### config.mk
export PLATFORM = sky130hd
export DESIGN_NAME = la_iosupseq
export DESIGN_NICKNAME = d
export VERILOG_FILES = /design/src/rtl/la_iosupseq_pkg.sv /design/src/rtl/la_iosupseq_dsync.sv /design/src/rtl/la_iosupseq.sv
export SDC_FILE = /design/constraint.sdc
export NUM_CORES = 1
export LEC_CHECK = 0
export CORE_MARGIN = 2
export CORE_UTILIZATION = 60
export CTS_CLUSTER_SIZE = 14
export DETAILED_ROUTE_END_ITERATION = 16
export PLACE_DENSITY = 0.88
export SETUP_SLACK_MARGIN = 0.02
export SLEW_MARGIN = 25
export SYNTH_ARGS = -nofsm -noshare
export SYNTH_HDL_FRONTEND = slang
export SYNTH_HIERARCHICAL = 1
export SYNTH_SLANG_ARGS = --single-unit
### constraint.sdc
create_clock -name clk -period 7.11 [get_ports clk]
set_clock_uncertainty 0.15 [all_clocks]
set_input_delay 1.422 -clock clk [delete_from_list [all_inputs] [get_ports clk]]
set_output_delay 1.422 -clock clk [all_outputs]
set_load 0.02 [all_outputs]
### src/rtl/la_iosupseq_pkg.sv
// Shared definitions for the IO-ring supply sequencer: state encoding and
// the helper that sizes segment-index fields.
package la_iosupseq_pkg;

  localparam logic [2:0] ST_IDLE   = 3'd0;
  localparam logic [2:0] ST_SETTLE = 3'd1;
  localparam logic [2:0] ST_UNISO  = 3'd2;
  localparam logic [2:0] ST_ON     = 3'd3;
  localparam logic [2:0] ST_ISOL   = 3'd4;
  localparam logic [2:0] ST_DRAIN  = 3'd5;
  localparam logic [2:0] ST_FAULT  = 3'd6;

  // A single-segment ring still needs a one-bit index field.
  function automatic int idx_width(input int n);
    return (n > 1) ? $clog2(n) : 1;
  endfunction

endpackage

### src/rtl/la_iosupseq_dsync.sv
// Two-flop synchronizer bank bringing the asynchronous per-segment
// power-good signals into the sequencer clock domain.
module la_iosupseq_dsync #(
  parameter int W = 1
) (
  input  logic         clk,
  input  logic         nreset,
  input  logic [W-1:0] d,
  output logic [W-1:0] q
);

  logic [W-1:0] meta_q;
  logic [W-1:0] meta_d;
  logic [W-1:0] sync_q;
  logic [W-1:0] sync_d;

  // First stage samples the raw input, second stage filters metastability.
  always_comb begin
    meta_d = d;
    sync_d = meta_q;
  end

  // Power-good reads as absent until it has been seen through both stages.
  always_ff @(posedge clk or negedge nreset) begin
    if (!nreset) begin
      meta_q <= '0;
      sync_q <= '0;
    end else begin
      meta_q <= meta_d;
      sync_q <= sync_d;
    end
  end

  assign q = sync_q;

endmodule

### src/rtl/la_iosupseq.sv
// Supply-ring segment sequencer: powers ring segments up in ascending order
// (enable, settle, confirm power-good, release isolation), powers them down
// in reverse order, and latches a fault on power-good timeout or loss.
module la_iosupseq
  import la_iosupseq_pkg::*;
#(
  parameter string PROP    = "DEFAULT",
  parameter int    RINGW   = 8,
  parameter int    CW      = 8,
  parameter int    TSETTLE = 16,
  parameter int    TIMEOUT = 64
) (
  input  logic                         clk,
  input  logic                         nreset,
  input  logic                         req,
  input  logic [RINGW-1:0]             pgood,
  output logic [RINGW-1:0]             en,
  output logic [RINGW-1:0]             iso,
  output logic                         ready,
  output logic                         fault,
  output logic [idx_width(RINGW)-1:0]  fault_idx
);

  localparam int IW = idx_width(RINGW);
  localparam logic [IW-1:0] LAST_IDX     = IW'(RINGW - 1);
  localparam logic [CW-1:0] SETTLE_LAST  = CW'(TSETTLE - 1);
  localparam logic [CW-1:0] TIMEOUT_LAST = CW'(TIMEOUT - 1);
  localparam logic [CW-1:0] CNT_MAX      = '1;

  // PROP only selects a cell variant at implementation; this model accepts any value.
  if (PROP == "") begin : g_prop_unset
  end

  logic [RINGW-1:0] pgood_s;
  logic [2:0]       state_q, state_d;
  logic [IW-1:0]    idx_q, idx_d;
  logic [CW-1:0]    cnt_q, cnt_d;
  logic [RINGW-1:0] en_q, en_d;
  logic [RINGW-1:0] iso_q, iso_d;
  logic             ready_q, ready_d;
  logic             fault_q, fault_d;
  logic [IW-1:0]    fault_idx_q, fault_idx_d;
  logic             lost;
  logic [IW-1:0]    lost_idx;
  logic [CW-1:0]    cnt_inc;
  logic [IW-1:0]    idx_inc, idx_dec;
  logic             go_fault;
  logic [IW-1:0]    go_fault_idx;

  la_iosupseq_dsync #(.W(RINGW)) u_pgood_sync (
    .clk    (clk),
    .nreset (nreset),
    .d      (pgood),
    .q      (pgood_s)
  );

  // Find the lowest enabled segment whose power-good has dropped.
  always_comb begin
    lost     = 1'b0;
    lost_idx = '0;
    for (int i = RINGW - 1; i >= 0; i--) begin
      if (en_q[i] && !pgood_s[i]) begin
        lost     = 1'b1;
        lost_idx = IW'(i);
      end
    end
  end

  // Sequencer next-state: one segment at a time, abort and fault handling.
  always_comb begin
    state_d      = state_q;
    idx_d        = idx_q;
    cnt_d        = cnt_q;
    en_d         = en_q;
    iso_d        = iso_q;
    ready_d      = ready_q;
    fault_d      = fault_q;
    fault_idx_d  = fault_idx_q;
    go_fault     = 1'b0;
    go_fault_idx = '0;
    cnt_inc      = (cnt_q == CNT_MAX) ? cnt_q : cnt_q + CW'(1);
    idx_inc      = idx_q + IW'(1);
    idx_dec      = idx_q - IW'(1);

    case (state_q)
      ST_IDLE: begin
        if (req) begin
          en_d[0] = 1'b1;
          idx_d   = '0;
          cnt_d   = '0;
          state_d = ST_SETTLE;
        end
      end
      ST_SETTLE: begin
        if (!req) begin
          iso_d[idx_q] = 1'b1;
          state_d      = ST_ISOL;
        end else begin
          cnt_d = cnt_inc;
          if (cnt_q >= SETTLE_LAST && pgood_s[idx_q]) begin
            iso_d[idx_q] = 1'b0;
            state_d      = ST_UNISO;
          end else if (cnt_q == TIMEOUT_LAST) begin
            go_fault     = 1'b1;
            go_fault_idx = idx_q;
          end
        end
      end
      ST_UNISO: begin
        if (!req) begin
          iso_d[idx_q] = 1'b1;
          state_d      = ST_ISOL;
        end else if (idx_q < LAST_IDX) begin
          en_d[idx_inc] = 1'b1;
          idx_d         = idx_inc;
          cnt_d         = '0;
          state_d       = ST_SETTLE;
        end else begin
          ready_d = 1'b1;
          state_d = ST_ON;
        end
      end
      ST_ON: begin
        if (lost) begin
          go_fault     = 1'b1;
          go_fault_idx = lost_idx;
        end else if (!req) begin
          ready_d      = 1'b0;
          iso_d[idx_q] = 1'b1;
          state_d      = ST_ISOL;
        end
      end
      ST_ISOL: begin
        en_d[idx_q] = 1'b0;
        cnt_d       = '0;
        state_d     = ST_DRAIN;
      end
      ST_DRAIN: begin
        if (cnt_q == SETTLE_LAST) begin
          if (idx_q != '0) begin
            idx_d          = idx_dec;
            iso_d[idx_dec] = 1'b1;
            state_d        = ST_ISOL;
          end else begin
            state_d = ST_IDLE;
          end
        end else begin
          cnt_d = cnt_inc;
        end
      end
      ST_FAULT: begin
        if (!req) begin
          fault_d = 1'b0;
          state_d = ST_IDLE;
        end
      end
      default: begin
        state_d = ST_IDLE;
      end
    endcase

    if (go_fault) begin
      en_d        = '0;
      iso_d       = '1;
      ready_d     = 1'b0;
      fault_d     = 1'b1;
      fault_idx_d = go_fault_idx;
      state_d     = ST_FAULT;
    end
  end

  // State and output registers; reset drops every segment at once.
  always_ff @(posedge clk or negedge nreset) begin
    if (!nreset) begin
      state_q     <= ST_IDLE;
      idx_q       <= '0;
      cnt_q       <= '0;
      en_q        <= '0;
      iso_q       <= '1;
      ready_q     <= 1'b0;
      fault_q     <= 1'b0;
      fault_idx_q <= '0;
    end else begin
      state_q     <= state_d;
      idx_q       <= idx_d;
      cnt_q       <= cnt_d;
      en_q        <= en_d;
      iso_q       <= iso_d;
      ready_q     <= ready_d;
      fault_q     <= fault_d;
      fault_idx_q <= fault_idx_d;
    end
  end

  assign en        = en_q;
  assign iso       = iso_q;
  assign ready     = ready_q;
  assign fault     = fault_q;
  assign fault_idx = fault_idx_q;

endmodule
[After elaboration in Yosys (flattened, before gate mapping)]
Cells that the tools add are included.
Word-level totals
  input bits: 11
  word-level logic and storage cells: 173
  bits in registers: 51
Cells by class
  add/sub/neg operators: 3
  reductions and logical operators: 37
  $lt $le $gt $ge: 8
  muxes and demuxes: 81
  eq/ne operators: 27
  bitwise logic cells: 6
Operators by type and width (number)
  two-way mux 8 bit: 16
  two-way mux 3 bit: 27
  one-hot mux 8 bit (5 select lines): 1
  one-hot mux 8 bit (4 select lines): 1
  != test 3 bit, second input constant: 9
  two-way mux 1 bit: 24
  bitwise OR 8 bit: 3
  one-hot mux 3 bit (7 select lines): 1
  AND reduction 6 bit: 3
  AND 8 bit: 2
  != test 2 bit, second input constant: 7
  one-hot mux 7 bit (2 select lines): 1
  logical AND 1 bit: 12
  less-than comparator 3 x 4 -> 1 bit, second input constant: 3
  nonzero test 3 bit: 4
  AND reduction 5 bit: 2
  nonzero test 5 bit: 2
  demux 1 bit (select 3 bit): 3
  == test 3 bit, second input constant: 3
  greater-or-equal comparator 3 x 1 -> 1 bit, second input constant: 3
  one-hot mux 3 bit (3 select lines): 1
  adder 8 x 1 -> 8 bit, second input constant: 1
  == test 8 x 4 -> 1 bit, second input constant: 1
  == test 8 x 6 -> 1 bit, second input constant: 1
  other kinds (22): 31

[Depth between registers and ports, before layout]
  word-level depth: 14
  mapped depth: 11

[Hierarchy]
The synthesis kept the hierarchy.
Modules (own cells, without submodules)
  la_iosupseq: cells an instance 283, area each 2302.2 µm², instances 1
  la_iosupseq_dsync: cells an instance 16, area each 400.4 µm², instances 1

[Worst setup path after synthesis]
No wires, ideal clock.
  path kind: input to register
  from: in req
  to: reg fault_idx_q[1], in the netlist fault_idx[1]
  setup slack: 4.039 ns
  setup time: 0.124 ns
  cell stages on the path: 6
  required time: 6.836 ns
  path buffers: 0
  arrival: 2.797 ns
  path through: nor2b_1 nand2_1 or2_1 or4_4 and3_1 a211o_1
On the way
  longest elaborated chain between the ends: 2
  elaborated cells on any way between the ends: 4
  those cells by class: mux (4)
RTL lines
  start: declaration: line la_iosupseq.sv:15  | input logic req,
  two-way mux 3 bit / two-way mux 1 bit (equally long branches): line la_iosupseq.sv:95  | if (!req) begin
  one-hot mux 3 bit (2 select lines) / one-hot mux 1 bit (2 select lines) (equally long branches): line la_iosupseq.sv:85  | case (state_q)
  end signal: assignment: line la_iosupseq.sv:191  | fault_idx_q <= fault_idx_d;
  end: declaration: line la_iosupseq.sv:42  | logic [IW-1:0] fault_idx_q, fault_idx_d;
Several ways; a longest one is shown, not always the timed one.
A chain may end at the register's enable or synchronous reset.

[Final worst setup path]
  from: in req
  to: reg iso_q[5], in the netlist iso[5]
On the way
  longest elaborated chain between the ends: 4
  elaborated cells on any way between the ends: 13
  those cells by class: eq/ne (4); mux (7); reduce/logical (2)
RTL lines
  two-way mux 1 bit / two-way mux 8 bit (equally long branches)
  one-hot mux 1 bit (2 select lines) / two-way mux 8 bit (equally long branches)
  != test 4 bit (no source line), or another cell as far along
  AND reduction 5 bit (no source line) / two-way mux 8 bit (equally long branches)
  end signal: assignment: line la_iosupseq.sv:188  | iso_q <= iso_d;
  end: declaration: line la_iosupseq.sv:39  | logic [RINGW-1:0] iso_q, iso_d;
Several ways; a longest one is shown, not always the timed one. The select of a mux whose other input is x is not followed.

==> metrics.txt <==
# TYPE chip_impl_metric gauge
chip_impl_metric{name="holdBufCountCts",unit=""} 0
chip_impl_metric{name="synth-seq-area-share",unit="%"} 47.6
chip_impl_info{name="ys_top_cells_by_area",value="sky130_fd_sc_hd__dfrtp_1 (40%), sky130_fd_sc_hd__dfstp_2 (7.8%), sky130_fd_sc_hd__o21ai_0 (6.1%)"} 1
chip_impl_metric{name="synth-edff-count",unit=""} 0
chip_impl_metric{name="synthesis.instances",unit=""} 299
chip_impl_info{name="hold_path_end",value="u_pgood_sync/q[6]$_DFF_PN0_"} 1
chip_impl_metric{name="port_buffers",unit=""} 31
chip_impl_metric{name="cts_inserted_buffers",unit=""} 5
chip_impl_metric{name="hpwl",unit="mm"} 4.70
chip_impl_metric{name="maxSlewViolCount",unit=""} 0
chip_impl_metric{name="path_clk_slew",unit="ns"} 0.09
chip_impl_metric{name="numClockSinks",unit=""} 51
chip_impl_metric{name="max_freq",unit="MHz"} 261
chip_impl_metric{name="r2r_setup_slack",unit="ns"} 3.77
chip_impl_info{name="min_path_type",value="reg2reg"} 1
chip_impl_metric{name="netlist-cell-type-count",unit=""} 53
chip_impl_metric{name="internal_power",unit="uW"} 620
chip_impl_metric{name="chip_width",unit="um"} 71.1
chip_impl_metric{name="pwr-share-comb",unit="%"} 45.4
chip_impl_metric{name="place.gp.congestion",unit=""} 1.00
chip_impl_metric{name="number_of_levels_in_the_clock_h_tree",unit=""} 2
chip_impl_metric{name="required",unit="ns"} 7.16
chip_impl_metric{name="power.sequential.fraction",unit="%"} 39.1
chip_impl_metric{name="postSynthRegisterBits",unit=""} 51
chip_impl_metric{name="clock_insertion_delay_worst_skew",unit="ns"} 0.30
chip_impl_metric{name="diodes",unit=""} 0
chip_impl_metric{name="cts.repair.resized",unit=""} 0
chip_impl_metric{name="setup_viol",unit=""} 0
chip_impl_metric{name="numPlacedInstances",unit=""} 368
chip_impl_metric{name="antenna_violations_before_repair",unit=""} 0
chip_impl_metric{name="worstPathMaxFanout",unit=""} 11
chip_impl_metric{name="synth_fp_nets",unit=""} 314
chip_impl_metric{name="average_cell_area_after_synthesis",unit="sq um"} 9.04
chip_impl_metric{name="drt-initial-drc-count",unit=""} 342
chip_impl_info{name="dominantRegCellSynth",value="sky130_fd_sc_hd__dfrtp_1"} 1
chip_impl_metric{name="hold-path-cell-count",unit=""} 0
chip_impl_metric{name="dr_wl_cell",unit="um"} 17.6
chip_impl_metric{name="global_route.overflow_total",unit=""} 0
chip_impl_info{name="cts.root.buffer_cell",value="sky130_fd_sc_hd__clkbuf_8"} 1
chip_impl_metric{name="drtPass1Iterations",unit=""} 5
chip_impl_metric{name="async_flop_share",unit="%"} 100
chip_impl_info{name="worstReg2RegStart",value="idx_q[0]$_DFFE_PN0P_"} 1
chip_impl_metric{name="flow.area_growth_from_synthesis",unit="%"} 15.3
chip_impl_metric{name="routed-via-count",unit=""} 2456
chip_impl_info{name="tritoncts",value="built"} 1
chip_impl_info{name="start_kind",value="input port"} 1
chip_impl_metric{name="coreArea",unit="sq um"} 4350
chip_impl_metric{name="leakage",unit="uW"} 0.00127
chip_impl_metric{name="worst-slew-pin-transition",unit="ns"} 0.670
chip_impl_metric{name="grt_pass1_wl",unit="mm"} 11.0
chip_impl_metric{name="worst_ep_arrival_time",unit="ns"} 3.88
chip_impl_info{name="synth_top_area_cell",value="sky130_fd_sc_hd__dfrtp_1"} 1
chip_impl_metric{name="dpl_worst_slack",unit="ns"} 3.10
chip_impl_metric{name="nets",unit=""} 338
chip_impl_metric{name="yosys_warnings",unit=""} 6
chip_impl_metric{name="final_setup_tns",unit="ns"} 0
chip_impl_metric{name="p_sw_share",unit="%"} 45.4
chip_impl_metric{name="detail_route.wirelength",unit="mm"} 6.62
chip_impl_metric{name="final_cells",unit=""} 376
chip_impl_metric{name="grt_util_all_layers",unit="%"} 27.6
chip_impl_metric{name="post_cts.repair.setup_buffers",unit=""} 0
chip_impl_metric{name="minimum_clock_period_after_layout",unit="ns"} 3.83
chip_impl_info{name="status",value="finished clean"} 1
chip_impl_metric{name="synth_top_area_share",unit="%"} 39.8
chip_impl_metric{name="final_worst_path_setup_slack",unit="ns"} 3.28
chip_impl_metric{name="finalHoldViolCount",unit=""} 0
chip_impl_metric{name="peakVddDrop",unit="mV"} 0.254
chip_impl_metric{name="largest_net_degree_at_the_start_of_global_routing",unit=""} 52
chip_impl_info{name="reg2reg_to",value="iso[5]$_DFFE_PN1P_"} 1
chip_impl_metric{name="cts.path.max_buffers",unit=""} 2
chip_impl_metric{name="fp-row-count",unit=""} 24
chip_impl_metric{name="postRouteAntennaNets",unit=""} 0
chip_impl_metric{name="chipHeight",unit="um"} 71.1
chip_impl_metric{name="net-switching-power",unit="uW"} 516
chip_impl_metric{name="mappedNetlistArea",unit="sq um"} 2700
chip_impl_metric{name="floorplan.die_area",unit="sq um"} 5060
chip_impl_info{name="holdCritStartpoint",value="u_pgood_sync/meta_q[6]$_DFF_PN0_"} 1
chip_impl_metric{name="ios",unit=""} 32
chip_impl_metric{name="clockPowerShare",unit="%"} 15.6
chip_impl_metric{name="route.detailed.drc",unit=""} 0
chip_impl_info{name="worst-setup-path-type",value="in2reg"} 1
chip_impl_metric{name="period_share",unit="%"} 53.9
chip_impl_metric{name="grt_pass1_vias",unit=""} 2344
chip_impl_metric{name="max-slew-margin-rel",unit="%"} 55.0
chip_impl_metric{name="drv_cap",unit=""} 0
chip_impl_metric{name="powerDensity",unit="nW/um^2"} 365
chip_impl_info{name="rsz_0062_raised_after_global_routing",value="false"} 1
chip_impl_metric{name="viasPerCell",unit=""} 6.53
chip_impl_metric{name="post_route_cells_drive_above_1_share",unit="%"} 7.41
chip_impl_metric{name="start_util",unit="%"} 62.1
chip_impl_info{name="endpoint_kind",value="register"} 1
chip_impl_metric{name="rr_worst_depth",unit=""} 9
area by class of cell:
class,instances,area [sq um]
Multi-Input combinational cell,222,1310
Fill cell,322,1240
Timing Repair Buffer,32,313
Clock buffer,6,82.6
Clock inverter,2,16.3
Tap cell,52,65.1
Inverter,11,41.3
Sequential cell,51,1290
power groups by stage:
stage	logic (uW)	registers [uW]	clock network, uW
after floorplan	391	411	0
final	516	444	177
after global placement	486	443	0
after CTS	506	440	180
after detailed placement	498	445	0
after global routing	572	456	188
sequential cells by signal (all words and copies together) (netlist names):
register and flops:
iso 8, fault_idx 3, cnt_q 8, state_q 3, en 8, fault 1
idx_q 3, u_pgood_sync/q 8, u_pgood_sync/meta_q 8, ready 1
worst max-delay path by stage:
stage,startpoint,endpoint,slack (ns)
floorplan,req,fault_idx[1]$_DFFE_PN0P_,4.04
CTS,req,iso[5]$_DFFE_PN1P_,3.35
detailed placement,req,iso[3]$_DFFE_PN1P_,3.10
finish,req,iso[5]$_DFFE_PN1P_,3.28
global placement,req,fault_idx[1]$_DFFE_PN0P_,3.20
global route,req,iso[7]$_DFFE_PN1P_,3.08
worst max-delay path: stages:
cell,delay (ns)
sky130_fd_sc_hd__clkdlybuf4s50_1,0.71
sky130_fd_sc_hd__nor2b_1,0.30
sky130_fd_sc_hd__nand4b_1,0.14
sky130_fd_sc_hd__o21a_1,0.27
sky130_fd_sc_hd__a21boi_1,0.50
sky130_fd_sc_hd__o21ai_0,0.19
sky130_fd_sc_hd__a221oi_1,0.35
cells in the final DEF (no fill, tap or decap), types with 4 or more instances in the layout:
cell and instances:
sky130_fd_sc_hd__nand2b_1 15, sky130_fd_sc_hd__nand3_1 5, sky130_fd_sc_hd__dfstp_2 8, sky130_fd_sc_hd__a21oi_1 17
sky130_fd_sc_hd__or3_1 4, sky130_fd_sc_hd__clkdlybuf4s50_1 30, sky130_fd_sc_hd__inv_1 11, sky130_fd_sc_hd__dfrtp_1 43
sky130_fd_sc_hd__ha_1 4, sky130_fd_sc_hd__nor3_1 21, sky130_fd_sc_hd__nand2_1 26, sky130_fd_sc_hd__o31ai_1 5
sky130_fd_sc_hd__a221oi_1 9, sky130_fd_sc_hd__nor2b_1 8, sky130_fd_sc_hd__clkbuf_8 6, sky130_fd_sc_hd__o21ai_0 33
sky130_fd_sc_hd__and3_1 5, sky130_fd_sc_hd__nor4_1 4, sky130_fd_sc_hd__nor2_1 24
cells in the mapped netlist, types with 2 or more instances:
cell	number
sky130_fd_sc_hd__nor4_1	4
sky130_fd_sc_hd__nor2_1	24
sky130_fd_sc_hd__o22ai_1	3
sky130_fd_sc_hd__nand2_1	26
sky130_fd_sc_hd__clkbuf_1	10
sky130_fd_sc_hd__inv_1	11
sky130_fd_sc_hd__or2_2	2
sky130_fd_sc_hd__o31ai_1	5
sky130_fd_sc_hd__ha_1	4
sky130_fd_sc_hd__dfrtp_1	43
sky130_fd_sc_hd__and3_1	5
sky130_fd_sc_hd__nand3b_1	2
sky130_fd_sc_hd__a221o_1	2
sky130_fd_sc_hd__a221oi_1	9
sky130_fd_sc_hd__nor3_1	21
sky130_fd_sc_hd__dfstp_2	8
sky130_fd_sc_hd__o32a_1	2
sky130_fd_sc_hd__a31oi_1	3
sky130_fd_sc_hd__a21oi_1	17
sky130_fd_sc_hd__xnor2_1	2
sky130_fd_sc_hd__or3_1	4
sky130_fd_sc_hd__xor2_1	2
sky130_fd_sc_hd__nor2b_1	8
sky130_fd_sc_hd__nand3_1	5
sky130_fd_sc_hd__buf_2	3
sky130_fd_sc_hd__o21ai_0	33
sky130_fd_sc_hd__nand2b_1	15
cells by family after synthesis:
group	Yosys count	share of synthesized area [%]
adders and majority gates	4	1.85
xor gates and xnor gates	4	1.30
and+or+nand+nor	124	23.5
buffers and inverters	26	3.89
AOI/OAI and AO/OA	88	21.1
muxes	2	0.787
DFF	51	47.6
stage by stage:
stage	total power (uW)	cell area [sq um]	hold slack [ns]	util (%)
6_report	1140	3120	0.208	71.6
3_5_place_dp	943	3020	0.187	69.3
4_1_cts	1130	3120	0.209	71.6
3_3_place_gp	930	3020	0.183	69.3
5_1_grt	1220	3120	0.215	71.6
2_1_floorplan	802	2700	0.181	-
routing by layer:
| layer | GRT usage (%) | share of wire, % | vias to the layer above |
|---|---|---|---|
| li1 | - | - | 1142 |
| met1 | 38.4 | 43 | 1154 |
| met2 | 43.8 | 48 | 136 |
| met3 | 6.27 | 7.3 | 24 |
| met4 | 8.18 | 2.1 | 0 |
| met5 | 0 | 0 | - |
Note: power is estimated with default switching activity, not from simulation.
